**config.mk**
```make
export PLATFORM = sky130hd
export DESIGN_NAME = mod12_down_counter_flat
export DESIGN_NICKNAME = d
export VERILOG_FILES = /design/src/rtl/mod12_down_counter_pkg.sv /design/src/rtl/mod12_down_counter_if.sv /design/src/rtl/mod12_down_counter_sat_counter.sv /design/src/rtl/mod12_down_counter.sv /design/src/flat_wrapper.sv
export SDC_FILE = /design/constraint.sdc
export NUM_CORES = 1
export LEC_CHECK = 0
export ABC_CLOCK_PERIOD_IN_PS = 4790
export BUFFER_PORTS_ARGS = -buffer_cell sky130_fd_sc_hd__buf_2
export CAP_MARGIN = 20
export CORE_ASPECT_RATIO = 1.1
export CORE_MARGIN = 8
export CORE_UTILIZATION = 40
export CTS_CLUSTER_DIAMETER = 150
export DETAILED_ROUTE_END_ITERATION = 8
export MAX_ROUTING_LAYER = met4
export PLACE_DENSITY = 0.72
export SLEW_MARGIN = 25
export SYNTH_ARGS = -nofsm -noshare
export SYNTH_HDL_FRONTEND = slang
export SYNTH_SLANG_ARGS = --single-unit
```
**constraint.sdc**
```tcl
create_clock -name clk -period 4.79 [get_ports clk]
set_clock_uncertainty 0.15 [all_clocks]
set_input_delay 0.7185 -clock clk [delete_from_list [all_inputs] [get_ports clk]]
set_output_delay 0.7185 -clock clk [all_outputs]
set_load 0.1 [all_outputs]
```
**src/rtl/mod12_down_counter_pkg.sv**
```systemverilog
// Shared defaults and helpers for the modulo-N down counter family.
// Holds the modulus/width defaults and the load clamp rule.
package mod12_down_counter_pkg;

  localparam int DEF_MOD    = 12;
  localparam int DEF_WIDTH  = 4;
  localparam int DEF_WRAP_W = 8;
  localparam int MAXV       = DEF_MOD - 1;

  // Out-of-range loads land on the top legal value so the count never leaves 0..modv-1.
  function automatic int clamp_load(input int val, input int modv = DEF_MOD);
    return (val >= modv) ? (modv - 1) : val;
  endfunction

endpackage

```
**src/rtl/mod12_down_counter_if.sv**
```systemverilog
// Control/status bundle for the modulo-N down counter.
// master drives enable/load, slave (the counter) returns count and flags.
interface mod12_down_counter_if #(
  parameter int WIDTH  = 4,
  parameter int WRAP_W = 8
);
  logic              in_en;
  logic              load;
  logic [WIDTH-1:0]  load_val;
  logic [WIDTH-1:0]  count_out;
  logic              tc;
  logic              is_zero;
  logic              load_err;
  logic [WRAP_W-1:0] wrap_cnt;

  modport master (
    output in_en, load, load_val,
    input  count_out, tc, is_zero, load_err, wrap_cnt
  );

  modport slave (
    input  in_en, load, load_val,
    output count_out, tc, is_zero, load_err, wrap_cnt
  );
endinterface

```
**src/rtl/mod12_down_counter_sat_counter.sv**
```systemverilog
// Saturating event counter: increments once per clock while inc is high, sticks at all-ones.
// Registered output, one clock from inc to q; no backpressure.
module sat_counter #(
  parameter int W = 8
) (
  input  logic         clk,
  input  logic         rst_n,
  input  logic         inc,
  output logic [W-1:0] q
);

  always_ff @(posedge clk or negedge rst_n) begin
    if (!rst_n) begin
      q <= '0;
    end else if (inc && !(&q)) begin
      q <= q + W'(1);
    end
  end

endmodule

```
**src/rtl/mod12_down_counter.sv**
```systemverilog
// Loadable modulo-MOD down counter with terminal-count pulse, load-error pulse and wrap monitor.
// All flags registered on the sampling edge (zero extra latency); is_zero is combinational.
import mod12_down_counter_pkg::*;

module mod12_down_counter #(
  parameter int MOD    = DEF_MOD,
  parameter int WIDTH  = DEF_WIDTH,
  parameter int WRAP_W = DEF_WRAP_W
) (
  input logic                 clk,
  input logic                 rst_n,
  mod12_down_counter_if.slave bus
);

  localparam logic [WIDTH-1:0] L_MAXV = WIDTH'(MOD - 1);

  logic [WIDTH-1:0]  r_count;
  logic              r_tc;
  logic              r_load_err;
  logic              w_wrap;
  logic              w_load_bad;
  logic [WIDTH-1:0]  w_load_clamped;
  logic [WRAP_W-1:0] w_wrap_cnt;

  assign w_load_bad     = int'(bus.load_val) >= MOD;
  assign w_load_clamped = WIDTH'(clamp_load(int'(bus.load_val), MOD));
  // Wrap is keyed on the current value being zero, not on a decrement borrow.
  assign w_wrap         = !bus.load && bus.in_en && (r_count == '0);

  always_ff @(posedge clk or negedge rst_n) begin
    if (!rst_n) begin
      r_count    <= '0;
      r_tc       <= 1'b0;
      r_load_err <= 1'b0;
    end else begin
      r_tc       <= 1'b0;
      r_load_err <= 1'b0;
      if (bus.load) begin
        r_count    <= w_load_clamped;
        r_load_err <= w_load_bad;
      end else if (bus.in_en) begin
        if (r_count == '0) begin
          r_count <= L_MAXV;
          r_tc    <= 1'b1;
        end else begin
          r_count <= r_count - WIDTH'(1);
        end
      end
    end
  end

  sat_counter #(.W(WRAP_W)) u_wrap_cnt (
    .clk   (clk),
    .rst_n (rst_n),
    .inc   (w_wrap),
    .q     (w_wrap_cnt)
  );

  assign bus.count_out = r_count;
  assign bus.tc        = r_tc;
  assign bus.load_err  = r_load_err;
  assign bus.is_zero   = (r_count == '0);
  assign bus.wrap_cnt  = w_wrap_cnt;

endmodule

```
**src/flat_wrapper.sv**
```systemverilog
// flat-port wrapper written by rule: the top's interface ports become plain ports
module mod12_down_counter_flat 
#(
  parameter int MOD    = DEF_MOD,
  parameter int WIDTH  = DEF_WIDTH,
  parameter int WRAP_W = DEF_WRAP_W
)
  (clk, rst_n, bus_in_en, bus_load, bus_load_val, bus_count_out, bus_tc, bus_is_zero, bus_load_err, bus_wrap_cnt);
  mod12_down_counter_if #(.WIDTH(WIDTH), .WRAP_W(WRAP_W)) bus_i ();
  input logic clk;
  input logic rst_n;
  input wire logic [$bits(bus_i.in_en)-1:0] bus_in_en;
  input wire logic [$bits(bus_i.load)-1:0] bus_load;
  input wire logic [$bits(bus_i.load_val)-1:0] bus_load_val;
  output wire logic [$bits(bus_i.count_out)-1:0] bus_count_out;
  output wire logic [$bits(bus_i.tc)-1:0] bus_tc;
  output wire logic [$bits(bus_i.is_zero)-1:0] bus_is_zero;
  output wire logic [$bits(bus_i.load_err)-1:0] bus_load_err;
  output wire logic [$bits(bus_i.wrap_cnt)-1:0] bus_wrap_cnt;
  assign bus_i.in_en = bus_in_en;
  assign bus_i.load = bus_load;
  assign bus_i.load_val = bus_load_val;
  assign bus_count_out = bus_i.count_out;
  assign bus_tc = bus_i.tc;
  assign bus_is_zero = bus_i.is_zero;
  assign bus_load_err = bus_i.load_err;
  assign bus_wrap_cnt = bus_i.wrap_cnt;
  mod12_down_counter #(.MOD(MOD), .WIDTH(WIDTH), .WRAP_W(WRAP_W)) u_core (.clk(clk), .rst_n(rst_n), .bus(bus_i));
endmodule
```
# Word-level counts from Yosys, hierarchy flattened
# Index checks and enable logic that the tools add are counted.
[totals]
ff_bits = 14
latchBits = 0
mem_bits_rw = 0
mem_bits_ro = 0
wordCells = 23
mem_count = 0
[op_classes]
n_addsub = 2
n_mul = 0
n_div = 0
magnitude_cmp = 1
n_eq_ne = 0
shifts = 0
mux = 8
bitwise = 0
reduce_logical = 8
[op_table]
columns = ["operator", "n"]
rows = [
  ["4-bit two-way mux", 4],
  ["8-bit by 1-bit adder with 8-bit output (second input constant)", 1],
  ["8-bit AND reduction", 1],
  ["4-bit greater-or-equal comparator (second input constant)", 1],
  ["4-bit logical NOT", 1],
  ["1-bit two-way mux", 4],
  ["4-bit by 1-bit subtractor with 4-bit output (second input constant)", 1],
  ["1-bit logical AND", 3],
  ["1-bit logical NOT", 2],
  ["2-bit nonzero test", 1],
]

# Longest topological paths before layout
# Gate-level depths: netlist of run 1.
[logic_depth]
depth_word = 4
ltp_mapped = 6

# Cells and area by module
# From an unflattened synthesis of run 1, not the netlist that was laid out.
[unflattened]
cells_unflattened = 68
area_unflattened_um2 = 735.7
[by_module_without_submodules]
columns = ["mod", "n_inst", "cells_each", "area_each_um2", "seq_area_each_um2"]
rows = [
  ["sat_counter", 1, 35, 390.4, 200.2],
  ["mod12_down_counter", 1, 33, 345.3, 150.1],
]

# Worst setup path after synthesis of run 1
# No wires, ideal clock.
[synth_path]
path_type = "reg2out"
start = "register u_core.r_count[0] (netlist: u_core.bus.count_out[0])"
end = "output bus_is_zero"
arrival_ns = 2.536
required_time_ns = 3.922
path_slack_ns = 1.386
path_stages_with_launch = 5
cell_sequence = "dfrtp_1 > inv_1 > ha_1 > nand2b_1 > nor2_1"
[synth_between]
elab_chain_len = 1
[synth_rtl]
columns = ["element", "line_no", "text"]
rows = [
  ["start: declaration", "mod12_down_counter.sv:17", "logic [WIDTH-1:0] r_count;"],
  ["start signal: assignment", "mod12_down_counter.sv:39", "r_count <= w_load_clamped;"],
  ["start signal: assignment", "mod12_down_counter.sv:46", "r_count <= r_count - WIDTH'(1);"],
  ["4-bit logical NOT", "mod12_down_counter.sv:62", "assign bus.is_zero = (r_count == '0);"],
  ["end: declaration", "flat_wrapper.sv:17", "output wire logic [$bits(bus_i.is_zero)-1:0] bus_is_zero;"],
]
# No other way between the ends.

# Worst setup path after layout of run 1
# Ends and elaborated chain as after synthesis.

==> summary.md, run 1 <==
| Metric | Value |
|---|---|
| Status | `finished clean` |
| Total core area | `1760 um^2` |
| Die Area | `3480 um^2` |
| DRC Markers | `0` |
| Final worst path period share | `0.530` |
| Total setup buffers inserted after CTS | `0` |
| Global-route wire length before repair | `2550 um` |
| Initial antenna violation count | `0` |
| Slew @ Worst Pin | `0.490 ns` |
| Post-synth ARST share | `1.00` |
| Final setup violation count | `0` |
| CTS buffer count | `3` |
| Syn Std Cell Area | `739 um^2` |
| Avg Synthesized Cell Area | `10.6 um^2` |
| Area Overhead vs Synth | `18.3%` |
| Finished Cell Area | `875 um^2` |
| Hold Buf Count CTS | `0` |
| WHS | `0.179 ns` |
| Sequential share of the synthesized area | `0.474` |
| WP data required | `3.92 ns` |
| Flops & latches, synth | `14` |
| Site Rows | `16` |
| Vias | `596` |
| Slew headroom | `0.676` |
| YS warnings | `0` |
| Non-Filler Instances | `112` |
| Final net count | `106` |
| MaxCap Viol Count | `0` |
| CP Max Fanout | `5` |
| Final Util | `0.496` |
| Clock Path Buffers | `2` |
| Min Tclk post-route | `2.54 ns` |
| GR Util All Layers | `0.0936` |
| Initial Utilization | `0.420` |
| Synth cell types | `27` |
| CP endpoint kind | `output pin` |
| Via-to-Cell Ratio | `5.32` |
| Area post-placement | `852 um^2` |
| Die height | `61.1 um` |
| Initial drt markers | `7` |
| Layout cell share with drive strength beyond 1 | `0.330` |
| Synth Instances | `70` |
| Post-CTS sizing | `0` |
| Die width | `57.0 um` |
| RD Place Congestion | `0.749` |
| Kind of critical path | `reg2out` |
| Root Buffer | `clkbuf_4` |
| Clk slew on worst S/H paths | `0.08 ns` |
| Post-synth net total | `80` |
| Count of final hold-check violations | `0` |
| Fmax | `394 MHz` |
| PwrDens | `438 nW/um^2` |
| CTS H-tree lvls | `1` |
| Fillers | `185` |
| Port bufs | `22` |
| Most common cell after layout, fill and taps aside | `buf_2` |
| Worst-skew pair later-pin latency | `0.27 ns` |
| Setup WS pre-CTS | `2.55 ns` |
| Nature of the critical path startpoint | `flip-flop` |
| Worst hold path class | `in2async` |
| Hpwl dp | `1200 um` |
| RSZ-0062 raised after global routing | `no` |
| CTS tree | `built` |
| Drt total wl | `1510 um` |
| Leakage | `0.435 nW` |
| Pre-antenna DRT Iters | `4` |
| Max-slew violation count | `0` |
| Vias in the first global route | `590` |
| Synth Flop Type | `dfrtp_1` |
| Grt total ovfl | `0` |
| # diodes | `0` |
| Wire length per cell after detailed routing | `13.5 um` |
| Total Negative Setup Slacks | `0 ns` |
| IO Count | `23` |
| Total Power | `383 uW` |
| Max VDD drop | `194 uV` |
| Routed Antenna Nets | `0` |
| Commonest cells after routing, fill and taps aside | `22 x buf_2, 14 x dfrtp_1, 8 x nand2_1` |
| Setup ws final | `2.25 ns` |
| EDFF count, synth | `0` |
| Largest net degree at the start of global routing | `15` |
| Placed Cells | `109` |
| Clk sinks | `14` |
| CP Data Arrival Time | `1.67 ns` |
-- flip-flops by register name, indices dropped and copies added (netlist names) --
register and cells:
u_core.u_wrap_cnt.q 8, u_core.bus.tc 1, u_core.bus.count_out 4, u_core.bus.load_err 1
-- area by class of cell --
type                    instances  area, um^2  area share
repair buffers                 22         110       0.126
clock buffers                   3        22.5      0.0258
inverters                       4        15.0      0.0172
well taps                      18        22.5      0.0258
flip-flops and latches         14         350       0.401
multi-input cells              51         354       0.405
-- cells by family (layout without fill, tap and decap cells) --
group	count (synthesis)	count (layout)	share of synthesized area
AND/OR/NAND/NOR	28	28	0.196
flip-flops	14	14	0.474
AO/OA/AOI/OAI	13	13	0.140
XOR/XNOR	5	5	0.0592
buffers and inverters	5	29	0.0474
multiplexers	3	3	0.0491
adder cells (fa/ha/maj)	2	2	0.0338
-- cell usage after synthesis (all sizes together) (2+ instances only) --
cell,n,area (um^2)
nand3,4,20.0
dfrtp,14,350
nand4,3,18.8
o22ai,2,12.5
a21oi,3,15.0
nand2b,2,12.5
ha,2,25.0
xnor2,4,35.0
inv,4,15.0
nor2,6,22.5
nand2,9,36.3
mux2,2,26.3
o211ai,2,15.0
o21ai,2,10.0
-- per-layer routing --
metal	vias to the layer above	GRT usage	wire length, um
met5	-	-	0
met4	0	0.0403	7
met3	2	0.0351	112
met2	19	0.141	704
met1	273	0.110	686
li1	302	-	-
-- path summary, 6_finish.rpt --
kind / startpoint / to / slack (ns) / depth (start not counted)
setup / recovery: u_core.bus.count_out[0] / bus_is_zero / 2.25 / 5
hold / removal: rst_n / u_core.u_wrap_cnt.q[7] / 0.18 / 1
setup reg to reg: u_core.bus.count_out[0] / u_core.u_wrap_cnt.q[7] / 2.88 / 6
hold reg to reg: u_core.u_wrap_cnt.q[6] / u_core.u_wrap_cnt.q[6] / 0.38 / 1
max in group asynchronous: rst_n / u_core.u_wrap_cnt.q[0] / 4.07 / 1
min in group clk: u_core.u_wrap_cnt.q[6] / u_core.u_wrap_cnt.q[6] / 0.38 / 1
-- where the power goes --
group	internal, mW	switching, mW	leakage [nW]	total, mW
combinational	0.0304	0.140	0.237	0.170
sequential	0.132	0.0181	0.184	0.150
clock	0.0290	0.0339	0.0138	0.0629
-- worst max-delay path: stages, from the launching register on --
cell and delay [ns]:
dfrtp_1 0.43, inv_1 0.09, ha_1 0.18, nand2b_1 0.16
nor2_1 0.11, buf_2 0.43
No activity file was read; power rests on OpenSTA's default activity.
==> inputs of run 2 (changes only) <==
Settings changed: ABC_CLOCK_PERIOD_IN_PS 4790 to 2190, PLACE_DENSITY 0.72 to 0.74.
Clock period 4.79 ns to 2.19 ns, I/O delays scaled along.
==> summary.md, run 2 (synthesis results as in run 1) <==
| Metric | Value |
|---|---|
| Reg2Reg Depth | `5` |
| Via-to-Cell Ratio | `5.48` |
| WHS Path Cells | `2` |
| Leakage | `0.442 nW` |
| CTS buffer count | `3` |
| Area Overhead vs Synth | `25.5%` |
| Fmax | `500 MHz` |
| IO Count | `23` |
| Non-Filler Instances | `114` |
| WP data required | `1.71 ns` |
| Nature of the critical path startpoint | `flip-flop` |
| Die height | `61.1 um` |
| GR Util All Layers | `0.0978` |
| Most common cell after layout, fill and taps aside | `buf_2` |
| Seq pwr share | `0.372` |
| Post-CTS sizing | `0` |
| Vias in the first global route | `648` |
| CP Max Fanout | `5` |
| Worst path depth | `5` |
| Net Sw Frac | `0.479` |
| CTS H-tree lvls | `1` |
| Site Rows | `16` |
| Initial drt markers | `5` |
| MaxCap Viol Count | `0` |
| Clk slew on worst S/H paths | `0.08 ns` |
| Total setup buffers inserted after CTS | `0` |
| Critical Path, Cell by Cell | `inv_1 > ha_1 > nand2b_1 > nor2_4 > buf_12` |
| Slew headroom | `0.675` |
| Status | `finished clean` |
| Switching power | `430 uW` |
| Root Buffer | `clkbuf_4` |
| Combinational group share of total power | `0.427` |
| CTS tree | `built` |
| Internal | `468 uW` |
| Count of final hold-check violations | `0` |
| Reg with most FFs | `u_core.u_wrap_cnt.q` |
| Max VDD drop | `483 uV` |
| Final setup violation count | `0` |
| Clock Path Buffers | `2` |
| Routed Antenna Nets | `0` |
| Clk network pwr share | `0.200` |
| Global-route wire length before repair | `2650 um` |
| Hold Buf Count CTS | `1` |
| Initial Utilization | `0.420` |
| CP Data Arrival Time | `1.52 ns` |
| Min Tclk post-route | `2.00 ns` |
| Kind of critical path | `reg2out` |
| Largest net degree at the start of global routing | `15` |
| RSZ-0062 raised after global routing | `no` |
| DRC Markers | `0` |
| # diodes | `0` |
| Total core area | `1760 um^2` |
| Pre-antenna DRT Iters | `4` |
| RD Place Congestion | `0.833` |
| CP endpoint kind | `output pin` |
| Fillers | `166` |
| Initial antenna violation count | `0` |
| Largest register FFs | `8` |
| Grt total ovfl | `0` |
| Wire length per cell after detailed routing | `13.8 um` |
| Slew @ Worst Pin | `0.491 ns` |
| Max-slew violation count | `0` |
| Port bufs | `22` |
| Die Area | `3480 um^2` |
| Final net count | `107` |
| Slowest-stage cell, CP | `dfrtp_2` |
| PwrDens | `967 nW/um^2` |
| Critical path's largest stage delay | `0.43 ns` |
| Total Negative Setup Slacks | `0 ns` |
| Top Family by Delay on Critical Path | `flip-flops` |
| Clk sinks | `14` |
| Final worst path period share | `0.913` |
| Die width | `57.0 um` |
| Total Power | `898 uW` |
| CP Buf/Inv Count | `2` |
| Commonest cells after routing, fill and taps aside | `21 x buf_2, 8 x nand2_1, 8 x dfrtp_1` |
| Drt total wl | `1570 um` |
| Worst hold path class | `in2reg` |
| Worst-skew pair later-pin latency | `0.27 ns` |
| Vias | `625` |
| Layout cell share with drive strength beyond 1 | `0.406` |
| Placed Cells | `109` |
run 2: power groups by stage:
stage	Combinational (mW)	Sequential (mW)	Clock, mW
2_1_floorplan	0.0876	0.562	0
3_3_place_gp	0.380	0.337	0
3_5_place_dp	0.385	0.340	0
4_1_cts	0.388	0.335	0.188
5_1_grt	0.402	0.342	0.202
6_report	0.384	0.334	0.180
run 2: final cells by class:
class	count	area, um^2	area share
flip-flops and latches	14	358	0.385
repair buffers	23	135	0.146
inverters	4	15.0	0.0162
multi-input cells	51	362	0.389
clock buffers	4	36.3	0.0391
well taps	18	22.5	0.0243
run 2: worst reg2reg max path, stage by stage, from the launching register on:
cell and delay [ns]:
dfrtp_2 0.43, inv_1 0.09, ha_1 0.20, nand2b_1 0.19, a2111oi_4 0.44, mux2_1 0.37
run 2: worst paths after layout:
path	from	to	slack (ns)
setup / recovery	u_core.bus.count_out[0]	bus_is_zero	0.19
hold / removal	bus_load_val[3]	u_core.bus.count_out[2]	0.12
setup reg to reg	u_core.bus.count_out[0]	u_core.u_wrap_cnt.q[1]	0.22
hold reg to reg	u_core.u_wrap_cnt.q[6]	u_core.u_wrap_cnt.q[6]	0.35
max in group asynchronous	rst_n	u_core.bus.count_out[1]	1.30
min in group asynchronous	rst_n	u_core.u_wrap_cnt.q[7]	0.32
run 2: metal layers:
metal | routed length [um] | vias to the layer above | track usage | share of wire
met5 | 0 | - | - | 0
met4 | 4 | 0 | 0.0503 | 0.0025
met3 | 99 | 2 | 0.0351 | 0.063
met1 | 672 | 300 | 0.102 | 0.43
met2 | 795 | 21 | 0.161 | 0.51
li1 | - | 302 | - | -
run 2: metrics by stage:
stage          hold slack [ns]  setup slack [ns]  area (um^2)   util
5_1_grt                  0.109            0.0930          928  0.527
2_1_floorplan           -0.117          0.000721          754      -
3_5_place_dp            0.0878             0.226          882  0.501
4_1_cts                  0.108             0.178          928  0.527
6_report                 0.123             0.190          928  0.527
3_3_place_gp            0.0861             0.301          882  0.501
